File: src/rtl/bitfusion_pkg.sv
// ---------------------------------------------------------------------------
// bitfusion_pkg
// Shared definitions for the fusion-unit job sequencer:
//   - bf_state_e      : sequencer FSM states
//   - BF_W1..BF_W8    : the operand widths the fusion unit supports
//   - bf_width_legal  : true when a width field holds one of those widths
//   - bf_lane_lsb     : bit offset of a lane inside a packed psum bus
// Optional feature macro used by the importing files: BF_SEQ_SAT_EN.
// ---------------------------------------------------------------------------
package bitfusion_pkg;

  typedef enum logic [1:0] {
    ST_IDLE   = 2'd0,
    ST_STREAM = 2'd1,
    ST_DRAIN  = 2'd2,
    ST_DONE   = 2'd3
  } bf_state_e;

  localparam logic [3:0] BF_W1 = 4'd1;
  localparam logic [3:0] BF_W2 = 4'd2;
  localparam logic [3:0] BF_W4 = 4'd4;
  localparam logic [3:0] BF_W8 = 4'd8;

  function automatic logic bf_width_legal(input logic [3:0] w);
    return (w == BF_W1) || (w == BF_W2) || (w == BF_W4) || (w == BF_W8);
  endfunction

  // Lane l of a packed bus occupies [l*col_w +: col_w]; lane 0 in the LSBs.
  function automatic int bf_lane_lsb(input int lane, input int col_w);
    return lane * col_w;
  endfunction

endpackage

File: src/rtl/bitfusion_lane_acc.sv
// ---------------------------------------------------------------------------
// bitfusion_lane_acc
// One COL_WIDTH-bit lane accumulator. Wraps modulo 2^COL_WIDTH by default;
// with BF_SEQ_SAT_EN defined it saturates (signed or unsigned range chosen
// by signed_i) and keeps a sticky overflow flag.
// Ports:
//   clk, rst_n   clock, synchronous active-low reset
//   clr_i        clear accumulator and overflow flag (takes priority)
//   en_i         add psum_i this cycle
//   signed_i     (BF_SEQ_SAT_EN only) saturate to the signed range
//   psum_i       lane partial sum from the fusion unit
//   acc_o        accumulated value
//   ovf_o        sticky overflow (always 0 in the wrapping build)
// ---------------------------------------------------------------------------
module bitfusion_lane_acc #(
  parameter int COL_WIDTH = 13
) (
  input  logic                 clk,
  input  logic                 rst_n,
  input  logic                 clr_i,
  input  logic                 en_i,
`ifdef BF_SEQ_SAT_EN
  input  logic                 signed_i,
`endif
  input  logic [COL_WIDTH-1:0] psum_i,
  output logic [COL_WIDTH-1:0] acc_o,
  output logic                 ovf_o
);

  logic [COL_WIDTH-1:0] acc_q, acc_d;
  logic                 ovf_q, ovf_d;

`ifdef BF_SEQ_SAT_EN
  logic [COL_WIDTH:0] sum_w;
  assign sum_w = {1'b0, acc_q} + {1'b0, psum_i};
`endif

  always_comb begin
    acc_d = acc_q;
    ovf_d = ovf_q;
    if (clr_i) begin
      acc_d = '0;
      ovf_d = 1'b0;
    end else if (en_i) begin
`ifdef BF_SEQ_SAT_EN
      if (signed_i) begin
        // Signed overflow: operands share a sign and the result sign differs.
        if ((acc_q[COL_WIDTH-1] == psum_i[COL_WIDTH-1]) &&
            (sum_w[COL_WIDTH-1] != acc_q[COL_WIDTH-1])) begin
          ovf_d = 1'b1;
          acc_d = acc_q[COL_WIDTH-1] ? {1'b1, {(COL_WIDTH-1){1'b0}}}
                                     : {1'b0, {(COL_WIDTH-1){1'b1}}};
        end else begin
          acc_d = sum_w[COL_WIDTH-1:0];
        end
      end else if (sum_w[COL_WIDTH]) begin
        ovf_d = 1'b1;
        acc_d = '1;
      end else begin
        acc_d = sum_w[COL_WIDTH-1:0];
      end
`else
      acc_d = acc_q + psum_i;
`endif
    end
  end

  always_ff @(posedge clk) begin
    if (!rst_n) begin
      acc_q <= '0;
      ovf_q <= 1'b0;
    end else begin
      acc_q <= acc_d;
      ovf_q <= ovf_d;
    end
  end

  assign acc_o = acc_q;
  assign ovf_o = ovf_q;

endmodule

File: src/rtl/bitfusion_seq.sv
// ---------------------------------------------------------------------------
// bitfusion_seq
// Job sequencer for a single fusion unit. Takes one dot-product job command,
// streams operand beats into the unit with the job's precision config held,
// accumulates the four returned psum lanes and hands back the result.
// Optional feature: define BF_SEQ_SAT_EN for saturating lane accumulation
// (overflow reported on res_err).
// Ports:
//   clk, rst_n                       clock, synchronous active-low reset
//   cmd_*                            job command (valid/ready), widths,
//                                    signedness, len_m1, first-beat bias
//   op_valid/op_ready, op_in/op_weight  operand beats
//   fu_in/fu_weight/fu_psum_in       registered operands to the unit
//   fu_*_width, fu_s_*               job config held for the whole job
//   fu_psum_fwd                      unit output, FU_LAT cycles after fu_in
//   res_valid/res_ready, res_data, res_err   result port
//   busy                             sequencer not idle
// ---------------------------------------------------------------------------
module bitfusion_seq
  import bitfusion_pkg::*;
#(
  parameter int COL_WIDTH = 13,
  parameter int FU_LAT    = 2
) (
  input  logic                   clk,
  input  logic                   rst_n,
  input  logic                   cmd_valid,
  output logic                   cmd_ready,
  input  logic [3:0]             cmd_in_width,
  input  logic [3:0]             cmd_weight_width,
  input  logic                   cmd_s_in,
  input  logic                   cmd_s_weight,
  input  logic [7:0]             cmd_len_m1,
  input  logic [4*COL_WIDTH-1:0] cmd_bias,
  input  logic                   op_valid,
  output logic                   op_ready,
  input  logic [7:0]             op_in,
  input  logic [7:0]             op_weight,
  output logic [7:0]             fu_in,
  output logic [7:0]             fu_weight,
  output logic [4*COL_WIDTH-1:0] fu_psum_in,
  output logic [3:0]             fu_in_width,
  output logic [3:0]             fu_weight_width,
  output logic                   fu_s_in,
  output logic                   fu_s_weight,
  input  logic [4*COL_WIDTH-1:0] fu_psum_fwd,
  output logic                   res_valid,
  input  logic                   res_ready,
  output logic [4*COL_WIDTH-1:0] res_data,
  output logic                   res_err,
  output logic                   busy
);

  localparam int PW = 4 * COL_WIDTH;

  bf_state_e        state_q, state_d;
  logic [3:0]       in_w_q, wt_w_q;
  logic             s_in_q, s_wt_q;
  logic [7:0]       len_q;
  logic [PW-1:0]    bias_q;
  logic [7:0]       cnt_q, cnt_d;
  logic             err_q, err_d;
  logic             cfg_load;
  logic             acc_clr;
  logic [7:0]       fu_in_q, fu_in_d, fu_wt_q, fu_wt_d;
  logic [PW-1:0]    fu_psum_q, fu_psum_d;
  // fu_valid_q marks a real beat on fu_in; tag_q follows it for FU_LAT
  // cycles so the tail lines up with the matching fu_psum_fwd.
  logic             fu_valid_q, fu_valid_d;
  logic [FU_LAT-1:0] tag_q;
  logic [FU_LAT-1:0] tag_early;
  logic             tag_tail;
  logic [PW-1:0]    acc_bus;
  logic [3:0]       ovf_vec;

  assign tag_tail = tag_q[FU_LAT-1];

  always_comb begin
    tag_early           = tag_q;
    tag_early[FU_LAT-1] = 1'b0;
  end

  // Next-state and datapath control
  always_comb begin
    state_d    = state_q;
    cnt_d      = cnt_q;
    err_d      = err_q;
    cfg_load   = 1'b0;
    acc_clr    = 1'b0;
    fu_in_d    = '0;
    fu_wt_d    = '0;
    fu_psum_d  = '0;
    fu_valid_d = 1'b0;
    case (state_q)
      ST_IDLE: begin
        if (cmd_valid) begin
          cfg_load = 1'b1;
          acc_clr  = 1'b1;
          cnt_d    = '0;
          if (bf_width_legal(cmd_in_width) && bf_width_legal(cmd_weight_width)) begin
            err_d   = 1'b0;
            state_d = ST_STREAM;
          end else begin
            err_d   = 1'b1;
            state_d = ST_DONE;
          end
        end
      end
      ST_STREAM: begin
        if (op_valid) begin
          fu_in_d    = op_in;
          fu_wt_d    = op_weight;
          fu_psum_d  = (cnt_q == 8'd0) ? bias_q : '0;
          fu_valid_d = 1'b1;
          if (cnt_q == len_q) begin
            state_d = ST_DRAIN;
          end else begin
            cnt_d = cnt_q + 8'd1;
          end
        end
      end
      ST_DRAIN: begin
        // Only the tail may still hold a beat: it is accumulated on this
        // same edge, so the result is complete in the next cycle.
        if (!fu_valid_q && (tag_early == '0)) begin
          state_d = ST_DONE;
        end
      end
      ST_DONE: begin
        if (res_ready) begin
          state_d = ST_IDLE;
        end
      end
      default: state_d = ST_IDLE;
    endcase
  end

  always_ff @(posedge clk) begin
    if (!rst_n) begin
      state_q    <= ST_IDLE;
      in_w_q     <= '0;
      wt_w_q     <= '0;
      s_in_q     <= 1'b0;
      s_wt_q     <= 1'b0;
      len_q      <= '0;
      bias_q     <= '0;
      cnt_q      <= '0;
      err_q      <= 1'b0;
      fu_in_q    <= '0;
      fu_wt_q    <= '0;
      fu_psum_q  <= '0;
      fu_valid_q <= 1'b0;
      tag_q      <= '0;
    end else begin
      state_q    <= state_d;
      cnt_q      <= cnt_d;
      err_q      <= err_d;
      fu_in_q    <= fu_in_d;
      fu_wt_q    <= fu_wt_d;
      fu_psum_q  <= fu_psum_d;
      fu_valid_q <= fu_valid_d;
      tag_q[0]   <= fu_valid_q;
      for (int k = 1; k < FU_LAT; k++) begin
        tag_q[k] <= tag_q[k-1];
      end
      if (cfg_load) begin
        in_w_q <= cmd_in_width;
        wt_w_q <= cmd_weight_width;
        s_in_q <= cmd_s_in;
        s_wt_q <= cmd_s_weight;
        len_q  <= cmd_len_m1;
        bias_q <= cmd_bias;
      end
    end
  end

  generate
    for (genvar gi = 0; gi < 4; gi++) begin : g_lane
      localparam int LSB = bf_lane_lsb(gi, COL_WIDTH);
      bitfusion_lane_acc #(.COL_WIDTH(COL_WIDTH)) u_acc (
        .clk      (clk),
        .rst_n    (rst_n),
        .clr_i    (acc_clr),
        .en_i     (tag_tail),
`ifdef BF_SEQ_SAT_EN
        .signed_i (s_in_q | s_wt_q),
`endif
        .psum_i   (fu_psum_fwd[LSB +: COL_WIDTH]),
        .acc_o    (acc_bus[LSB +: COL_WIDTH]),
        .ovf_o    (ovf_vec[gi])
      );
    end
  endgenerate

  assign cmd_ready       = (state_q == ST_IDLE);
  assign op_ready        = (state_q == ST_STREAM);
  assign res_valid       = (state_q == ST_DONE);
  assign busy            = (state_q != ST_IDLE);
  assign fu_in           = fu_in_q;
  assign fu_weight       = fu_wt_q;
  assign fu_psum_in      = fu_psum_q;
  assign fu_in_width     = in_w_q;
  assign fu_weight_width = wt_w_q;
  assign fu_s_in         = s_in_q;
  assign fu_s_weight     = s_wt_q;
  // Accumulators are cleared at command accept, so an illegal-width job
  // returns zero. ovf_vec stays 0 unless saturation is built in.
  assign res_data        = res_valid ? acc_bus : '0;
  assign res_err         = res_valid & (err_q | (|ovf_vec));

endmodule
File: config.mk
export PLATFORM = sky130hd
export DESIGN_NAME = bitfusion_seq
export DESIGN_NICKNAME = d
export VERILOG_FILES = /design/src/rtl/bitfusion_pkg.sv /design/src/rtl/bitfusion_lane_acc.sv /design/src/rtl/bitfusion_seq.sv
export SDC_FILE = /design/constraint.sdc
export NUM_CORES = 1
export LEC_CHECK = 0
export ABC_AREA = 1
export BUFFER_PORTS_ARGS = -buffer_cell sky130_fd_sc_hd__clkbuf_2
export CAP_MARGIN = 10
export CORE_AREA = 2 2 117 165
export DETAILED_ROUTE_END_ITERATION = 6
export DIE_AREA = 0 0 119 167
export GPL_TIMING_DRIVEN = 0
export PLACE_DENSITY_LB_ADDON = 0.12
export SYNTH_ARGS = -nofsm -noshare
export SYNTH_HDL_FRONTEND = slang
export SYNTH_HIERARCHICAL = 1
export SYNTH_SLANG_ARGS = --single-unit
File: constraint.sdc
create_clock -name clk -period 6.3 [get_ports clk]
set_clock_uncertainty 0.1 [all_clocks]
set_input_delay 1.575 -clock clk [delete_from_list [all_inputs] [get_ports clk]]
set_output_delay 1.575 -clock clk [all_outputs]
set_load 0.01 [all_outputs]
==> flow_summary.ini, run 1 <==
[run_status]
status = completed

[yosys]
synth.distinct_cells = 32
yosysWarnings = 6
synth-seq-cells = 204
netlist_area_um2 = 10500
syn_nets = 1783
avgSynthCellArea_um2 = 6.64
synthAdderAreaFrac_pct = 7.32
synth_compound_area_share_pct = 9.10
synth-seq-area-share_pct = 38.9
synthSimpleGateAreaFrac_pct = 28.3
netlist_instances = 1581
synth_xor_area_share_pct = 2.59
synthMuxAreaShare_pct = 0
synth_top_family_by_area = simple AND/OR/NAND/NOR gates

[floorplan]
core_um2 = 18400
fp.dieH_um = 167
start_util_pct = 57.1
fp.dieW_um = 119
placementRows = 59
die_area_um2 = 19900
pin_count = 278

[cts]
cts_root_buf = clkbuf_16
cts_buffer_depth = 3
cts_max_level = 1
cts_buffers = 20
cts_resized = 0
insertion_delay_ns = 0.49
cts_setup_buffers = 0
cts_tree = built
clock-sinks = 204
cts.clk_slew.worst_paths_ns = 0.07
cts_hold_buffers = 0

[setup_path]
path_class = reg2out
cp-end-kind = primary output
worstPathMaxFanout = 10
crit_required_ns = 4.62
arrival_ns = 2.39
start_kind = flip-flop

[job]
maxCapViolations = 0

[placed_design]
hpwl_um = 20900
pre_cts_ws_ns = 2.52
port_buffers = 277
place_congestion = 0.901

[timing]
slew_violations = 0
fmax_ghz = 0.246
rsz0062_at_grt = false
timing.final.crit_share_pct = 64.6
worst_slack_ns = 2.23
tns_ns = 0
final-setup-viol-count = 0
period_minus_slack_ns = 4.07
maxSlewHeadroom_pct = 57.1
hold_ws_ns = 0.326
hold_violations = 0
tightest_slew_ns = 0.643

[cells_and_area]
regArea_um2 = 4080
multi_input_area_um2 = 4980
diodes = 0
layout_common_cells = 369 x nand2_1, 308 x inv_1, 277 x clkbuf_2, 226 x nor2_1, 204 x dfxtp_1
layout_commonest_cell = nand2_1
area_growth_pct = 22.7
fillers = 1646
final_nets = 2082
layout-drive-gt1-share_pct = 19.4

[drt]
dr_total_vias = 10400
wl_per_cell_um = 12.7
first_iter_violations = 524
viasPerCell = 4.85
drtAntennaViolNets = 0
totalWireLength_um = 27200
first_pass_iters = 5
drc = 0

[grt]
first_global_vias = 10100
grt_max_degree = 17
grt_pass1_wl_um = 45100
antenna_found_initial = 0
gr-usage-all-layers_pct = 27.2
grt-ovfl-total = 0

[power]
p_total_mw = 3.68
peakVddDrop_mv = 0.263
powerDensity_nw_per_um2 = 286
p_leak_nw = 7.35

[min_path]
hp-class = reg2reg
[worst max-delay path, cell delays in order, from the launching register on]
cell and delay, ns:
dfxtp_1 0.37, ha_1 0.17, clkbuf_1 0.49, clkbuf_1 0.52, nand2_1 0.15, inv_1 0.08
clkbuf_2 0.12
[metrics by stage]
stage | instances | cell area [um2] | util [%]
finish | 2138 | 12900 | 70.1
global route | 2138 | 12900 | 70.1
CTS | 2138 | 12900 | 70.1
detailed placement | 2102 | 12200 | 66.3
global placement | 2102 | 12200 | 66.3
floorplan | 1581 | 10500 | -
[report_power, final]
group	switching, mW	internal, mW	total [mW]
sequential	0.0688	1.45	1.52
clock	0.511	0.744	1.26
combinational	0.609	0.300	0.908
[logic make-up after synthesis]
logic type               after synthesis
AND/OR/NAND/NOR                      721
buffers and inverters                373
flip-flops                           204
AO/OA/AOI/OAI                        189
adder cells (fa/ha/maj)               59
XOR/XNOR                              31
other                                  4
[Yosys cell counts]
| cell | count | share of area (%) |
|---|---|---|
| nand2_1 | 369 | 13 |
| inv_1 | 308 | 11 |
| o2111ai_1 | 1 | 0.083 |
| nand3_1 | 72 | 3.4 |
| nor2_1 | 226 | 8.1 |
| nand2_2 | 18 | 1.1 |
| a21oi_1 | 95 | 4.5 |
| nand3_2 | 4 | 0.38 |
| fa_1 | 4 | 0.76 |
| a21o_1 | 2 | 0.14 |
| o22ai_1 | 1 | 0.060 |
| inv_2 | 13 | 0.46 |
| ha_1 | 55 | 6.6 |
| conb_1 | 4 | 0.14 |
| nand2_4 | 2 | 0.21 |
| nand4_1 | 18 | 1.1 |
| clkinv_1 | 1 | 0.036 |
| nor3b_1 | 2 | 0.14 |
| dfxtp_1 | 204 | 39 |
| buf_2 | 17 | 0.81 |
| nor4_1 | 1 | 0.060 |
| nand3b_1 | 4 | 0.29 |
| or4_1 | 1 | 0.072 |
| xor2_1 | 16 | 1.3 |
| buf_4 | 4 | 0.29 |
| nor3_1 | 2 | 0.095 |
| xnor2_1 | 15 | 1.3 |
| o21ai_0 | 90 | 4.3 |
| nand4_2 | 1 | 0.12 |
| buf_1 | 2 | 0.072 |
| clkbuf_1 | 28 | 1.0 |
| nor2_2 | 1 | 0.060 |
[path summary, 6_finish.rpt]
path | start | end | slack, ns | depth (start not counted)
max | state_q[1] | res_data[14] | 2.23 | 6
min | fu_valid_q | tag_q[0] | 0.33 | 2
max reg2reg | state_q[0] | g_lane[3].u_acc/acc_o[7] | 3.46 | 11
min reg2reg | fu_valid_q | tag_q[0] | 0.33 | 2
[sequential cells by signal (all words and copies together) (netlist names)]
name,count
bias_q,52
fu_psum_in,52
g_lane.u_acc/acc_o,52
cnt_q,8
fu_in,8
fu_weight,8
len_q,8
fu_in_width,4
fu_weight_width,4
state_q,2
tag_q,2
err_q,1
fu_s_in,1
fu_s_weight,1
fu_valid_q,1
[metal layers]
layer	routed length, um	part of all wire (%)	track usage (%)
met5	0	0	0
met4	1040	3.8	11.4
met1	10100	37	27.9
met3	1920	7.0	6.16
met2	14200	52	51.9
[area by class of cell]
cell class              instances  area share [%]
plain buffers                  51            1.77
clock buffers                  30            4.65
clock inverters                 6           0.699
inverters                     322            9.38
multi-input cells            1004            38.7
flip-flops and latches        204            31.7
well taps                     244            2.37
repair buffers                277            10.8
No activity file was read; power rests on OpenSTA's default activity.
==> inputs of run 2 (changes only) <==
Settings changed: ABC_AREA 1 to 0, CORE_AREA 2 2 117 165 to 2 2 121 170, DIE_AREA 0 0 119 167 to 0 0 123 172.
Clock period 6.3 ns to 3.8 ns, I/O delays scaled along.
==> flow_summary.ini, run 2 <==
[power]
powerDensity_nw_per_um2 = 450
p_leak_nw = 5.93
peakVddDrop_mv = 0.411

[yosys]
synth_top_area_cell = dfxtp_1
synth_top_area_share_pct = 39.7
netlist_area_um2 = 10300
synth.area.top_cells = dfxtp_1 40%, and2_1 7.5%, ha_1 6.7%, nand2_1 6.4%, a21boi_0 5.2%
synth-edff-count = 0
syn_nets = 1344
synth.distinct_cells = 62
avgSynthCellArea_um2 = 9.00
async_flop_share_pct = 0
yosysWarnings = 6
synth_top_flop_cell = dfxtp_1
ys_top_cells_by_count = 204 x dfxtp_1, 176 x nand2_1, 123 x and2_1, 71 x a21boi_0, 55 x ha_1
yosysMostFrequentCell = dfxtp_1
netlist_instances = 1142
synth-seq-cells = 204
synth-seq-area-share_pct = 39.7

[cts]
clock-sinks = 204
cts_hold_buffers = 0
cts_buffers = 22
cts_root_buf = clkbuf_16
cts_buffer_depth = 3
cts_tree = built
cts_setup_buffers = 0
cts_resized = 0
cts.clk_slew.worst_paths_ns = 0.06
cts_max_level = 1
insertion_delay_ns = 0.50

[timing]
hold_ws_ns = 0.343
final-setup-viol-count = 0
tightest_slew_ns = 0.864
maxSlewHeadroom_pct = 42.4
rsz0062_at_grt = false
tns_ns = 0
fmax_ghz = 0.295
timing.final.crit_share_pct = 89.2
hold_violations = 0
slew_violations = 0
period_minus_slack_ns = 3.39

[drt]
totalWireLength_um = 25800
viasPerCell = 5.22
drtAntennaViolNets = 0
drc = 0
dr_total_vias = 8928
first_pass_iters = 6
wl_per_cell_um = 15.1
first_iter_violations = 337

[grt]
grt_pass1_wl_um = 40700
first_global_vias = 8646
grt_max_degree = 18
antenna_found_initial = 0
gr-usage-all-layers_pct = 23.5
grt-ovfl-total = 0

[min_path]
hold_depth = 1
worstHoldStart = bias_q[23]
hp-class = reg2reg
holdPathEnd = fu_psum_in[23]

[cells_and_area]
layout-drive-gt1-share_pct = 25.5
regArea_um2 = 4080
multi_input_area_um2 = 5910
layout_commonest_cell = clkbuf_2
area_growth_pct = 23.8
fillers = 1774
layout_common_cells = 282 x clkbuf_2, 204 x dfxtp_1, 176 x nand2_1, 123 x and2_1, 71 x a21boi_0
diodes = 0
final_nets = 1645

[setup_path]
path_class = reg2out
r2r_end = g_lane[1].u_acc/acc_o[11]
crit_required_ns = 2.75
reg2reg_slack_ns = 0.47
crit_buf_inv = 2
reg2reg_from = state_q[0]
path_depth = 4
slowest_stage = clkbuf_1
worstPathMaxFanout = 10
reg2reg_depth = 10
cp_cell_sequence = ha_1 -> clkbuf_1 -> and2_1 -> clkbuf_2
arrival_ns = 2.34
cp-end-kind = primary output
crit_family = buffers and inverters
start_kind = flip-flop
slowest_delay_ns = 0.53

[floorplan]
start_util_pct = 52.2
placementRows = 61
pin_count = 278
fp.dieW_um = 123
die_area_um2 = 21200
fp.dieH_um = 172
core_um2 = 19700

[placed_design]
place_congestion = 0.861
hpwl_um = 19600
port_buffers = 277

[run_status]
status = completed

[job]
maxCapViolations = 0
[run 2: worst register-to-register path: stages (launching register included)]
cell      delay (ns)
dfxtp_1         0.35
inv_1           0.12
ha_1            0.32
nand2_1         0.33
inv_2           0.29
buf_1           0.68
nand2b_1        0.20
clkbuf_1        0.40
nor3b_1         0.16
a21oi_1         0.18
nand3_1         0.09
[run 2: final cells by class]
cell class | count | area share [%]
Timing Repair Buffer | 277 | 10.9
Sequential cell | 204 | 32.1
Tap cell | 252 | 2.48
Clock buffer | 31 | 4.99
Clock inverter | 8 | 0.855
Buffer | 61 | 2.03
Multi-Input combinational cell | 869 | 46.4
Inverter | 8 | 0.236
[run 2: worst max-delay path by stage]
stage | startpoint | slack [ns] | end
detailed placement | cmd_valid | 0.18 | g_lane[1].u_acc/acc_o[11]
global placement | cmd_valid | 0.22 | g_lane[1].u_acc/acc_o[11]
floorplan | fu_psum_fwd[0] | 0.96 | g_lane[0].u_acc/acc_o[10]
CTS | state_q[0] | 0.35 | g_lane[1].u_acc/acc_o[11]
global route | state_q[0] | 0.09 | g_lane[1].u_acc/acc_o[11]
finish | state_q[0] | 0.41 | res_data[35]
[run 2: power breakdown]
group / leakage (nW) / total (mW) / switching [mW] / internal [mW]
Combinational: 3.92 / 1.13 / 0.708 / 0.420
Clock: 0.358 / 2.20 / 0.886 / 1.31
Sequential: 1.65 / 2.40 / 0.0879 / 2.32
[run 2: kinds of logic after synthesis]
group	count (synthesis)	synth area share, %
other	4	0.146
AOI/OAI and AO/OA	261	18.7
and+or+nand+nor	477	24.8
buffers and inverters	69	2.81
xor gates and xnor gates	30	2.56
adders and majority gates	59	7.47
DFF	204	39.7
muxes	38	3.80
[run 2: through the flow]
stage	cells	instance area, um2	setup WS (ns)	total power [mW]	utilization [%]
after global placement	1671	12000	0.221	3.56	60.9
after detailed placement	1671	12000	0.176	3.59	60.9
final	1710	12700	0.409	5.73	64.6
after global routing	1710	12700	0.0874	6.03	64.6
after CTS	1710	12700	0.354	5.81	64.6
after floorplan	1142	10300	0.963	3.17	-
[run 2: per-layer routing]
layer  wire length [um]  track usage [%]
met1              10300             26.1
met2              12800             43.2
met3               2000             6.30
met4                701             7.51
met5                  0                0
